===== src/rtl/alarm_mode_pkg.sv =====
// Shared mode codes, state encoding and prescaler helpers for the alarm mode controller.
package alarm_mode_pkg;

    localparam logic [1:0] MODE_OFF     = 2'b00;
    localparam logic [1:0] MODE_WELCOME = 2'b01;
    localparam logic [1:0] MODE_ALARM   = 2'b11;

    typedef enum logic [1:0] {
        ST_OFF     = 2'd0,
        ST_WELCOME = 2'd1,
        ST_ARMED   = 2'd2,
        ST_ALARM   = 2'd3
    } state_e;

    localparam int unsigned DEF_CLK_HZ = 50_000_000;
    localparam int unsigned TICK_DIV   = DEF_CLK_HZ / 1000;

    // Cycles per 1 ms tick for a given clock frequency.
    function automatic int unsigned tick_div(input int unsigned clk_hz);
        return clk_hz / 1000;
    endfunction

    // LED/buzzer mode code presented while in a given state.
    function automatic logic [1:0] mode_of(input state_e st);
        logic [1:0] m;
        case (st)
            ST_WELCOME: m = MODE_WELCOME;
            ST_ALARM:   m = MODE_ALARM;
            default:    m = MODE_OFF;
        endcase
        return m;
    endfunction

endpackage


===== src/rtl/alarm_mode_ctrl_key_debounce.sv =====
// Two-flop synchroniser plus stable-count debouncer for one asynchronous input.
// act_p pulses for one cycle when the debounced level leaves its rest (reset) level.
// Events are only emitted once the input has been seen at rest on a tick, so an
// input held active through reset never produces an event.
module key_debounce
    import alarm_mode_pkg::*;
#(
    parameter int unsigned DEBOUNCE_MS = 20,
    parameter logic        RESET_LEVEL = 1'b1
) (
    input  logic clk,
    input  logic rst,
    input  logic tick,
    input  logic din,
    output logic level,
    output logic act_p
);

    localparam int unsigned CNT_W    = (DEBOUNCE_MS < 2) ? 1 : $clog2(DEBOUNCE_MS);
    localparam logic [CNT_W-1:0] CNT_LAST = CNT_W'(DEBOUNCE_MS - 1);

    logic             sync1_q, sync1_d;
    logic             sync2_q, sync2_d;
    logic             level_q, level_d;
    logic             valid_q, valid_d;
    logic             act_q, act_d;
    logic [CNT_W-1:0] cnt_q, cnt_d;

    // Next-state: synchronise, count consecutive disagreeing ticks, flag activation edge.
    always_comb begin
        sync1_d = din;
        sync2_d = sync1_q;
        level_d = level_q;
        cnt_d   = cnt_q;
        valid_d = valid_q | (tick & (sync2_q == RESET_LEVEL));
        if (sync2_q == level_q) begin
            cnt_d = '0;
        end else if (tick) begin
            if (cnt_q == CNT_LAST) begin
                level_d = sync2_q;
                cnt_d   = '0;
            end else begin
                cnt_d = cnt_q + CNT_W'(1);
            end
        end
        act_d = valid_q & (level_q == RESET_LEVEL) & (level_d != RESET_LEVEL);
    end

    // State registers; levels reset to the released level.
    always_ff @(posedge clk or negedge rst) begin
        if (!rst) begin
            sync1_q <= RESET_LEVEL;
            sync2_q <= RESET_LEVEL;
            level_q <= RESET_LEVEL;
            valid_q <= 1'b0;
            act_q   <= 1'b0;
            cnt_q   <= '0;
        end else begin
            sync1_q <= sync1_d;
            sync2_q <= sync2_d;
            level_q <= level_d;
            valid_q <= valid_d;
            act_q   <= act_d;
            cnt_q   <= cnt_d;
        end
    end

    assign level = level_q;
    assign act_p = act_q;

endmodule


===== src/rtl/alarm_mode_ctrl.sv =====
// Arm/alarm controller producing the LED/buzzer mode code, armed status and alarm IRQ.
// Optional build macro: ALARM_AUTO_CLEAR_EN (ALARM returns to ARMED after a quiet timeout).
module alarm_mode_ctrl
    import alarm_mode_pkg::*;
#(
    parameter int unsigned CLK_HZ           = 50_000_000,
    parameter int unsigned DEBOUNCE_MS      = 20,
    parameter int unsigned WELCOME_MS       = 3000,
    parameter int unsigned ALARM_TIMEOUT_MS = 30000
) (
    input  logic       clk,
    input  logic       rst,
    input  logic       key_arm_n,
    input  logic       key_disarm_n,
    input  logic       sensor_in,
    output logic [1:0] mode,
    output logic       armed,
    output logic       alarm_irq,
    output logic [1:0] state_dbg
);

    localparam int unsigned DIV    = tick_div(CLK_HZ);
    localparam int unsigned PRE_W  = (DIV < 2) ? 1 : $clog2(DIV);
    localparam int unsigned MS_MAX = (WELCOME_MS > ALARM_TIMEOUT_MS) ? WELCOME_MS : ALARM_TIMEOUT_MS;
    localparam int unsigned MS_W   = $clog2(MS_MAX + 1);

    logic             arm_p, disarm_p, sens_p;
    logic             arm_lvl, disarm_lvl, sens_lvl;
    logic [PRE_W-1:0] pre_q, pre_d;
    logic             tick_q, tick_d;
    logic [MS_W-1:0]  ms_cnt_q, ms_cnt_d, ms_inc;
    state_e           state_q, state_d;
    logic [1:0]       mode_q;
    logic             armed_q, irq_q, irq_d;

    key_debounce #(.DEBOUNCE_MS(DEBOUNCE_MS), .RESET_LEVEL(1'b1)) u_db_arm (
        .clk(clk), .rst(rst), .tick(tick_q), .din(key_arm_n), .level(arm_lvl), .act_p(arm_p)
    );
    key_debounce #(.DEBOUNCE_MS(DEBOUNCE_MS), .RESET_LEVEL(1'b1)) u_db_disarm (
        .clk(clk), .rst(rst), .tick(tick_q), .din(key_disarm_n), .level(disarm_lvl), .act_p(disarm_p)
    );
    key_debounce #(.DEBOUNCE_MS(DEBOUNCE_MS), .RESET_LEVEL(1'b0)) u_db_sens (
        .clk(clk), .rst(rst), .tick(tick_q), .din(sensor_in), .level(sens_lvl), .act_p(sens_p)
    );

    // Debounced levels the FSM does not consume.
`ifdef ALARM_AUTO_CLEAR_EN
    logic unused_lvls;
    assign unused_lvls = arm_lvl ^ disarm_lvl;
`else
    logic unused_lvls;
    assign unused_lvls = arm_lvl ^ disarm_lvl ^ sens_lvl;
`endif

    // Free-running 1 ms prescaler; tick is a registered one-cycle pulse at wrap.
    always_comb begin
        tick_d = (pre_q == PRE_W'(DIV - 1));
        pre_d  = tick_d ? '0 : pre_q + PRE_W'(1);
    end

    // Saturating ms counter increment.
    assign ms_inc = (ms_cnt_q == MS_W'(MS_MAX)) ? ms_cnt_q : ms_cnt_q + MS_W'(1);

    // Next-state, timer and IRQ logic; disarm overrides every other event.
    always_comb begin
        state_d  = state_q;
        ms_cnt_d = ms_cnt_q;
        irq_d    = 1'b0;
        if (tick_q) ms_cnt_d = ms_inc;
        case (state_q)
            ST_OFF: begin
                if (arm_p) begin
                    state_d  = ST_WELCOME;
                    ms_cnt_d = '0;
                end
            end
            ST_WELCOME: begin
                if (tick_q && (ms_inc == MS_W'(WELCOME_MS))) begin
                    state_d  = ST_ARMED;
                    ms_cnt_d = '0;
                end
            end
            ST_ARMED: begin
                if (sens_p) begin
                    state_d  = ST_ALARM;
                    ms_cnt_d = '0;
                    irq_d    = 1'b1;
                end
            end
            ST_ALARM: begin
`ifdef ALARM_AUTO_CLEAR_EN
                if (tick_q && (ms_inc == MS_W'(ALARM_TIMEOUT_MS))) begin
                    ms_cnt_d = '0;
                    if (!sens_lvl) state_d = ST_ARMED;
                end
`endif
            end
            default: state_d = ST_OFF;
        endcase
        if (disarm_p) begin
            state_d  = ST_OFF;
            ms_cnt_d = '0;
            irq_d    = 1'b0;
        end
    end

    // State, timer and registered output flops.
    always_ff @(posedge clk or negedge rst) begin
        if (!rst) begin
            pre_q    <= '0;
            tick_q   <= 1'b0;
            ms_cnt_q <= '0;
            state_q  <= ST_OFF;
            mode_q   <= MODE_OFF;
            armed_q  <= 1'b0;
            irq_q    <= 1'b0;
        end else begin
            pre_q    <= pre_d;
            tick_q   <= tick_d;
            ms_cnt_q <= ms_cnt_d;
            state_q  <= state_d;
            mode_q   <= mode_of(state_d);
            armed_q  <= (state_d != ST_OFF);
            irq_q    <= irq_d;
        end
    end

    assign mode      = mode_q;
    assign armed     = armed_q;
    assign alarm_irq = irq_q;
    assign state_dbg = state_q;

endmodule


===== config.mk =====
export PLATFORM = sky130hd
export DESIGN_NAME = alarm_mode_ctrl
export DESIGN_NICKNAME = d
export VERILOG_FILES = /design/src/rtl/alarm_mode_pkg.sv /design/src/rtl/alarm_mode_ctrl_key_debounce.sv /design/src/rtl/alarm_mode_ctrl.sv
export SDC_FILE = /design/constraint.sdc
export NUM_CORES = 1
export LEC_CHECK = 0
export CAP_MARGIN = 5
export CORE_MARGIN = 2
export CORE_UTILIZATION = 50
export CTS_CLUSTER_SIZE = 30
export DETAILED_ROUTE_END_ITERATION = 8
export GPL_TIMING_DRIVEN = 1
export HOLD_SLACK_MARGIN = 0.05
export PLACE_DENSITY = 0.81
export SYNTH_ARGS = -nofsm -noshare
export SYNTH_HDL_FRONTEND = slang
export SYNTH_SLANG_ARGS = --single-unit

===== constraint.sdc =====
create_clock -name clk -period 2.3 [get_ports clk]
set_input_delay 0.69 -clock clk [delete_from_list [all_inputs] [get_ports clk]]
set_output_delay 0.69 -clock clk [all_outputs]
set_load 0.005 [all_outputs]

==> impl_metrics.py, run 1 <==
metrics = {
    "synth": {
        "synth_top_area_share": 0.476,
        "synth_area_leader_cell": "dfrtp_1",
        "synth_commonest_cells": "61 x dfrtp_1, 37 x nor2_1, 31 x nand2_1",
        "synth_area_sq_um": 3210,
        "async_flop_share": 1.00,
        "syn_inst": 311,
        "synth_ff_type": "dfrtp_1",
        "yosys.area_share.simple": 0.235,
        "synth_xor_area_frac": 0.0846,
        "syn_nets": 322,
        "yosysMostFrequentCell": "dfrtp_1",
        "synth.distinct_cells": 42,
        "ys_seq_area_frac": 0.525,
        "synth_area_per_cell_sq_um": 10.3,
        "yosys-top-cells-area": "dfrtp_1 48%, xor2_1 5.2%, dfstp_2 4.9%",
        "synth_top_family_by_area": "simple AND/OR/NAND/NOR gates",
        "synth_edf_count": 0,
        "synth_warnings": 0,
        "ys_ff_latch": 67,
        "synth_compound_area_frac": 0.0807,
        "yosys-mux-area-fraction": 0.0296,
        "synth-adder-area-share": 0.0234,
    },
    "setup_path": {
        "startpoint_type": "flip-flop",
        "crit_type": "reg -> reg",
        "slowest_stage": "or4b_4",
        "path_cells": "inv_2, ha_1, or4b_4, o311ai_4, nand4_2, o41ai_4, buf_4, nor2_1",
        "worstPathArrival_ps": 2440,
        "critPathCaptureType": "flip-flop",
        "slowest_delay_ps": 470,
        "crit_fanout": 7,
        "crit_required_ps": 2540,
        "crit_buf_inv": 2,
        "rrSetupSlack_ps": 90,
        "cp_top_family": "simple AND/OR/NAND/NOR gates",
    },
    "sta": {
        "fin_ws_ps": 93.9,
        "fin_crit_sh": 0.959,
        "setup_viol": 0,
        "tns_ps": 0,
        "rsz0062_at_grt": "no",
        "drv_slew": 0,
        "relSlewSlack": 0.488,
        "hold_violations": 0,
        "fin_worst_skew_ps": 6.41,
        "worst_pin_slew_ps": 766,
        "max_freq_mhz": 453,
        "min_period_ps": 2210,
    },
    "placed_design": {
        "dp_hpwl_um": 3880,
        "io_buffer_count": 10,
        "placed_cell_area_sq_um": 3410,
        "gp_congestion": 0.848,
        "post-place-ws_ps": 62.1,
    },
    "global_route": {
        "grt_use_total": 0.173,
        "antenna_found_initial": 0,
        "grt_pass1_vias": 2229,
        "grt_first_pass_wirelength_um": 9710,
        "grt_max_degree": 68,
        "grt.overflow.total": 0,
    },
    "routing": {
        "drtPass1Iterations": 4,
        "drcViolationCount": 0,
        "drt-vias-per-instance": 5.51,
        "wirelength_um": 5530,
        "drt.antenna.violating_nets": 0,
        "drt_iter0_drc": 107,
        "avgRoutedWirePerCell_um": 13.4,
        "vias": 2270,
    },
    "die": {
        "die_w_um": 84.1,
        "ios": 11,
        "die_y_um": 84.1,
        "row_count": 29,
        "initial_core_util": 0.511,
        "core-area_sq_um": 6280,
        "die_area_sq_um": 7070,
    },
    "power_and_ir_drop": {
        "power.share.switching": 0.209,
        "switchingPower_w": 0.000449,
        "power.internal_w": 0.00169,
        "p_total_w": 0.00214,
        "power_density_nw_per_um2": 593,
        "leakage_nw": 1.66,
        "clkPwrFrac": 0.428,
        "sequentialPowerShare": 0.556,
        "irDropWorstVdd_uv": 466,
        "power.share.combinational": 0.017,
    },
    "clocking": {
        "cts_hold_buf": 0,
        "cts_buffer_depth": 2,
        "h-tree-depth": 3,
        "insertion_delay_ps": 340,
        "cts_tree": "done",
        "clk_pin_slew_ps": 70,
        "clock_sinks": 67,
        "cts_buffers": 9,
        "clock-root-buffer": "clkbuf_8",
    },
    "final_layout": {
        "area_growth_syn_to_layout_pct": 12.7,
        "nets": 341,
        "drive_above_1_share": 0.122,
        "n_antenna_cell": 0,
        "final_area_sq_um": 3610,
    },
    "worst_hold_path": {
        "hold_class": "in -> async",
    },
    "run": {
        "maxCapViolations": 0,
    },
    "run_status": {
        "outcome": "finished, final reports clean",
    },
}
-- layer usage --
layer  share of wire  global-route usage  vias up
li1                -                   -     1115
met1            0.45               0.213     1101
met2            0.50               0.277       44
met3           0.044              0.0673       10
met4           0.014              0.0601        0
met5               0                   0        -
-- what timing repair did --
action,in CTS,in global routing
resized for setup,0,3
setup buffers,0,2
endpoints found under the setup margin,0,9
-- sequential cells by signal (all words and copies together), names as in the netlist, 2 cells and up --
register           cells
mode                   2
ms_cnt_q              15
pre_q                 16
u_db_arm.cnt_q         5
u_db_disarm.cnt_q      5
u_db_sens.cnt_q        5
-- cells in the final DEF, fill, tap and decap left out, types with 10 or more instances in the layout --
cell and instances:
xnor2_1 12, xor2_1 19, and3_1 10, nand2_1 31, nor3_1 14, dfrtp_1 61
o21ai_0 11, nor2_1 37, a21oi_1 16
-- kinds of logic after synthesis --
logic type / Yosys count
simple gates: 144
mux: 9
fa+ha+maj: 6
xor+xnor: 31
buf+inv: 16
flops: 67
compound gates: 38
-- worst paths after layout --
check	depth (start not counted)	to	startpoint
hold / removal	2	u_db_arm.cnt_q[3]$_DFFE_PN0P_	rst
max in group asynchronous	2	u_db_arm.level$_DFF_PN1_	rst
hold reg to reg	0	u_db_sens.sync2_q$_DFF_PN0_	u_db_sens.sync1_q$_DFF_PN0_
min in group clk	0	u_db_sens.sync2_q$_DFF_PN0_	u_db_sens.sync1_q$_DFF_PN0_
setup reg to reg	8	ms_cnt_q[9]$_DFF_PN0_	ms_cnt_q[1]$_DFF_PN0_
setup / recovery	8	ms_cnt_q[9]$_DFF_PN0_	ms_cnt_q[1]$_DFF_PN0_
-- worst register-to-register path, cell delays in order, from the launching register on --
cell,delay [ps]
dfrtp_1,440
inv_2,80
ha_1,120
or4b_4,470
o311ai_4,230
nand4_2,160
o41ai_4,360
buf_4,190
nor2_1,50
-- final cells by class --
cell class	instances	area [sq um]
Fill cell	532	2660
Sequential cell	67	1680
Multi-Input combinational cell	228	1460
Timing Repair Buffer	17	160
Clock buffer	11	131
Tap cell	77	96.3
Clock inverter	5	55.1
Inverter	7	26.3
-- power groups by stage --
| stage | logic (W) | registers [W] | clock network [W] |
|---|---|---|---|
| floorplan | 0.00000459 | 0.00121 | 0 |
| global placement | 0.0000388 | 0.00121 | 0 |
| detailed placement | 0.0000385 | 0.00121 | 0 |
| CTS | 0.0000388 | 0.00119 | 0.000951 |
| global route | 0.0000428 | 0.00119 | 0.00101 |
| finish | 0.0000362 | 0.00119 | 0.000916 |
-- per-stage QoR --
stage / hold WS (ps) / utilization / instances
2_1_floorplan: 331 / - / 311
3_3_place_gp: 336 / 0.543 / 394
3_5_place_dp: 347 / 0.543 / 394
4_1_cts: 353 / 0.572 / 410
5_1_grt: 357 / 0.576 / 412
6_report: 327 / 0.576 / 412
(Power assumes the default switching activity.)
==> run 2: changes to the inputs <==
--- a/config.mk
+++ b/config.mk
@@ -5,9 +5,9 @@
 export SDC_FILE = /design/constraint.sdc
 export NUM_CORES = 1
 export LEC_CHECK = 0
-export CAP_MARGIN = 5
 export CORE_MARGIN = 2
 export CORE_UTILIZATION = 50
+export CTS_BUF_LIST = sky130_fd_sc_hd__clkbuf_2
 export CTS_CLUSTER_SIZE = 30
 export DETAILED_ROUTE_END_ITERATION = 8
 export GPL_TIMING_DRIVEN = 1
==> constraint.sdc (replaced) <==
create_clock -name clk -period 2.3 [get_ports clk]
set_input_delay 0.345 -clock clk [delete_from_list [all_inputs] [get_ports clk]]
set_output_delay 0.345 -clock clk [all_outputs]
set_load 0.005 [all_outputs]
==> impl_metrics.py, run 2 (synthesized netlist as in run 1, its figures left out) <==
metrics = {
    "worst_hold_path": {
        "hold_class": "in -> async",
    },
    "sta": {
        "worst_pin_slew_ps": 724,
        "tns_ps": 0,
        "rsz0062_at_grt": "no",
        "relSlewSlack": 0.516,
        "hold_violations": 0,
        "max_freq_mhz": 455,
        "min_period_ps": 2200,
        "setup_viol": 0,
        "fin_worst_skew_ps": 14.6,
        "drv_slew": 0,
        "fin_crit_sh": 0.955,
    },
    "global_route": {
        "grt_first_pass_wirelength_um": 9840,
        "grt_pass1_vias": 2244,
        "grt_max_degree": 40,
        "antenna_found_initial": 0,
        "grt_use_total": 0.173,
        "grt.overflow.total": 0,
    },
    "die": {
        "row_count": 29,
        "die_w_um": 84.1,
        "core-area_sq_um": 6280,
        "die_y_um": 84.1,
        "initial_core_util": 0.511,
        "die_area_sq_um": 7070,
        "ios": 11,
    },
    "final_layout": {
        "seq_area_sq_um": 1690,
        "top_regs": "pre_q (16), ms_cnt_q (15)",
        "fillers": 536,
        "layout_common_cells": "60 x dfrtp_1, 37 x nor2_1, 31 x nand2_1",
        "nets": 346,
        "n_antenna_cell": 0,
        "largest_reg_flops": 16,
        "drive_above_1_share": 0.135,
        "top_register": "pre_q",
        "area_growth_syn_to_layout_pct": 13.0,
        "final_common_cell": "dfrtp_1",
        "multiInputGateArea_sq_um": 1460,
    },
    "power_and_ir_drop": {
        "leakage_nw": 1.68,
        "power_density_nw_per_um2": 585,
        "irDropWorstVdd_uv": 401,
        "p_total_w": 0.00212,
    },
    "routing": {
        "routed-wl-met2_um": 2710,
        "drt_iter0_drc": 72,
        "wirelength_um": 5590,
        "drt-met1-wl_um": 2530,
        "drcViolationCount": 0,
        "drt-vias-per-instance": 5.52,
        "dr_wl_met3_um": 243,
        "vias": 2302,
        "drtPass1Iterations": 5,
        "avgRoutedWirePerCell_um": 13.4,
        "drt.antenna.violating_nets": 0,
        "top_layer": "met4",
    },
    "clocking": {
        "cts_tree": "done",
        "clk_pin_slew_ps": 190,
        "clock_sinks": 67,
        "cts_buffers": 9,
        "clock-root-buffer": "clkbuf_2",
        "h-tree-depth": 3,
        "cts_buffer_depth": 2,
        "insertion_delay_ps": 510,
    },
    "setup_path": {
        "startpoint_type": "flip-flop",
        "crit_type": "reg -> reg",
        "worstPathArrival_ps": 2620,
        "crit_required_ps": 2720,
        "critPathCaptureType": "flip-flop",
        "crit_fanout": 7,
        "rr_worst_depth": 8,
    },
    "placed_design": {
        "gp_congestion": 0.948,
        "dp_hpwl_um": 3880,
        "io_buffer_count": 10,
    },
    "run_status": {
        "outcome": "finished, final reports clean",
    },
    "run": {
        "maxCapViolations": 0,
    },
}
==> run 2: per-layer routing <==
layer  global-route usage  up-vias
li1                     -     1132
met1                0.214     1101
met2                0.283       59
met3               0.0504       10
met4               0.0762        0
met5                    0        -
==> run 2: worst max-delay path, cell delays in order, from the launching register on <==
cell	delay [ps]
dfrtp_2	480
inv_2	70
ha_1	120
or4b_4	470
o311ai_4	220
nand4_2	150
o41ai_4	360
buf_4	190
nor2_1	50
==> run 2: layout make-up <==
type / count / area share
sequential: 67 / 0.465
multi-input combinational: 228 / 0.401
timing repair buffer: 22 / 0.0552
clock inverter: 7 / 0.0321
tap: 77 / 0.0266
clock buffer: 9 / 0.0124
inverter: 7 / 0.00725
==> run 2: stage by stage <==
| stage | hold WS (ps) | utilization | instances | setup slack, ps | instance area (sq um) |
|---|---|---|---|---|---|
| finish | 175 | 0.577 | 417 | 103 | 3620 |
| CTS | 144 | 0.572 | 413 | 46.4 | 3590 |
| detailed placement | 204 | 0.545 | 396 | 71.3 | 3420 |
| floorplan | 49.4 | - | 311 | 168 | 3210 |
| global route | 142 | 0.577 | 417 | 0.329 | 3620 |
| global placement | 205 | 0.545 | 396 | 131 | 3420 |
==> run 2: final timing paths <==
kind                                                 start                          to  slack, ps
worst min-delay path                                   rst          pre_q[2]$_DFF_PN0_        180
worst max-delay path                 ms_cnt_q[1]$_DFF_PN0_       ms_cnt_q[9]$_DFF_PN0_        100
min in group clk                                 key_arm_n  u_db_arm.sync1_q$_DFF_PN1_        230
max in group asynchronous                              rst          pre_q[6]$_DFF_PN0_       1580
worst min register to register  u_db_arm.sync1_q$_DFF_PN1_  u_db_arm.sync2_q$_DFF_PN1_        370
worst max register to register       ms_cnt_q[1]$_DFF_PN0_       ms_cnt_q[9]$_DFF_PN0_        100
==> run 2: timing repair <==
item                                    in CTS  in global routing
gates resized for setup                      0                  3
hold buffers                                 1                  0
setup buffers                                0                  4
hold endpoints to repair                    63                  0
endpoints found under the setup margin       0                  9
==> run 2: power by group <==
group / switching (W) / leakage [nW] / internal [W]
sequential: 0.00000387 / 0.895 / 0.00119
combinational: 0.0000270 / 0.702 / 0.0000126
clock: 0.000426 / 0.0818 / 0.000463
total: 0.000457 / 1.68 / 0.00166
==> run 3: changes to the inputs <==
==> constraint.sdc (replaced) <==
create_clock -name clk -period 1.9 [get_ports clk]
set_input_delay 0.285 -clock clk [delete_from_list [all_inputs] [get_ports clk]]
set_output_delay 0.285 -clock clk [all_outputs]
set_load 0.005 [all_outputs]
==> impl_metrics.py, run 3 (synthesized netlist as in run 1, its figures left out) <==
metrics = {
    "final_layout": {
        "top_register": "pre_q",
        "area_growth_syn_to_layout_pct": 18.9,
        "final_area_sq_um": 3810,
        "fillers": 514,
        "largest_reg_flops": 16,
        "multiInputGateArea_sq_um": 1530,
        "n_antenna_cell": 0,
        "fin_cells": 435,
        "fin_util": 0.608,
        "layout_common_cells": "61 x dfrtp_1, 36 x nor2_1, 31 x nand2_1",
        "seq_area_sq_um": 1680,
        "drive_above_1_share": 0.209,
        "top_regs": "pre_q (16), ms_cnt_q (15)",
        "nets": 364,
        "final_common_cell": "dfrtp_1",
    },
    "sta": {
        "fin_ws_ps": -242,
        "min_period_ps": 2140,
        "setup_viol": 13,
        "fin_worst_skew_ps": 34.6,
        "relSlewSlack": 0.693,
        "rsz0062_at_grt": "yes",
        "drv_slew": 0,
        "max_freq_mhz": 467,
        "fin_crit_sh": 1.13,
        "worst_pin_slew_ps": 457,
        "hold_violations": 0,
    },
    "clocking": {
        "cts_tree": "done",
        "clock-root-buffer": "clkbuf_2",
        "cts_buffer_depth": 2,
        "clk_pin_slew_ps": 180,
        "cts_buffers": 9,
        "h-tree-depth": 3,
        "clock_sinks": 67,
        "insertion_delay_ps": 500,
    },
    "setup_path": {
        "crit_required_ps": 2290,
        "worstPathArrival_ps": 2530,
        "rr_worst_depth": 9,
        "crit_fanout": 7,
        "startpoint_type": "flip-flop",
        "critPathCaptureType": "flip-flop",
        "timing.rr.start": "ms_cnt_q[0]$_DFF_PN0_",
        "worstReg2RegEnd": "ms_cnt_q[5]$_DFF_PN0_",
        "crit_type": "reg -> reg",
        "rrSetupSlack_ps": -240,
    },
    "worst_hold_path": {
        "min_to": "u_db_arm.sync1_q$_DFF_PN1_",
        "hp-start": "key_arm_n",
        "hold_depth": 1,
        "hold_class": "in -> reg",
    },
    "power_and_ir_drop": {
        "power_density_nw_per_um2": 639,
        "p_total_w": 0.00244,
        "leakage_nw": 1.76,
        "power.share.combinational": 0.020,
        "clkPwrFrac": 0.389,
        "power.share.switching": 0.228,
        "switchingPower_w": 0.000555,
        "power.internal_w": 0.00188,
        "sequentialPowerShare": 0.592,
        "irDropWorstVdd_uv": 641,
    },
    "routing": {
        "vias": 2382,
        "wirelength_um": 6310,
        "drcViolationCount": 0,
        "drt_iter0_drc": 162,
        "avgRoutedWirePerCell_um": 14.5,
        "drtPass1Iterations": 4,
        "drt.antenna.violating_nets": 0,
        "drt-vias-per-instance": 5.48,
    },
    "placed_design": {
        "gp_congestion": 0.952,
        "dp.cells": 415,
        "placed_cell_area_sq_um": 3560,
        "post-place-ws_ps": -203,
        "io_buffer_count": 10,
        "dp_hpwl_um": 4310,
    },
    "global_route": {
        "antenna_found_initial": 0,
        "grt_max_degree": 42,
        "grt_first_pass_wirelength_um": 10800,
        "grt_use_total": 0.189,
        "grt.overflow.total": 0,
        "grt_pass1_vias": 2431,
    },
    "die": {
        "core-area_sq_um": 6280,
        "ios": 11,
        "die_area_sq_um": 7070,
        "initial_core_util": 0.511,
        "die_w_um": 84.1,
        "row_count": 29,
        "die_y_um": 84.1,
    },
    "run": {
        "maxCapViolations": 0,
    },
    "run_status": {
        "outcome": "finished with violations",
        "failed_checks": "setup timing",
    },
}
## run 3: worst max path at each step
stage	endpoint	from	slack (ps)	cells after the start
finish	ms_cnt_q[5]$_DFF_PN0_	ms_cnt_q[0]$_DFF_PN0_	-240	9
global route	ms_cnt_q[5]$_DFF_PN0_	ms_cnt_q[0]$_DFF_PN0_	-340	9
CTS	ms_cnt_q[5]$_DFF_PN0_	ms_cnt_q[0]$_DFF_PN0_	-210	9
detailed placement	mode[0]$_DFF_PN0_	ms_cnt_q[1]$_DFF_PN0_	-200	7
global placement	mode[0]$_DFF_PN0_	ms_cnt_q[1]$_DFF_PN0_	-170	7
floorplan	mode[0]$_DFF_PN0_	ms_cnt_q[0]$_DFF_PN0_	-190	7
## run 3: area by class of cell
cell class,instances,area share
Sequential cell,67,0.441
Multi-Input combinational cell,228,0.400
Timing Repair Buffer,40,0.0899
Tap cell,77,0.0253
Clock inverter,7,0.0243
Clock buffer,9,0.0118
Inverter,7,0.00689
## run 3: critical path: stages (launching register included)
cell,delay [ps]
dfrtp_1,420
inv_2,90
ha_4,130
or4b_4,470
o311ai_4,220
nand4_2,140
buf_6,150
o41ai_4,220
buf_6,180
nor2_1,40
## run 3: per-layer routing
metal / track usage / vias to the layer above / wire [um]
met5: 0 / - / 0
met4: 0.0850 / 0 / 87
met3: 0.0455 / 9 / 190
met2: 0.317 / 35 / 3210
met1: 0.233 / 1165 / 2820
li1: - / 1173 / -
## run 3: per-stage QoR
step,hold WS (ps),setup TNS [ps]
floorplan,-10.6,-1290
global placement,196,-1120
detailed placement,205,-1720
CTS,152,-1910
global route,122,-3690
finish,180,-2120
## run 3: what timing repair did
item	CTS	global route
pin swaps	6	3
hold endpoints to repair	64	0
buffers inserted	3	0
endpoints found under the setup margin	12	17
resized for setup	3	17
hold buffers	1	0
## run 3: power by group through the flow
stage          Combinational [W]  Clock [W]  Sequential, W
2_1_floorplan         0.00000556          0        0.00147
3_3_place_gp           0.0000484          0        0.00147
3_5_place_dp           0.0000493          0        0.00147
4_1_cts                0.0000507   0.000970        0.00144
5_1_grt                0.0000557    0.00103        0.00144
6_report               0.0000480   0.000947        0.00144
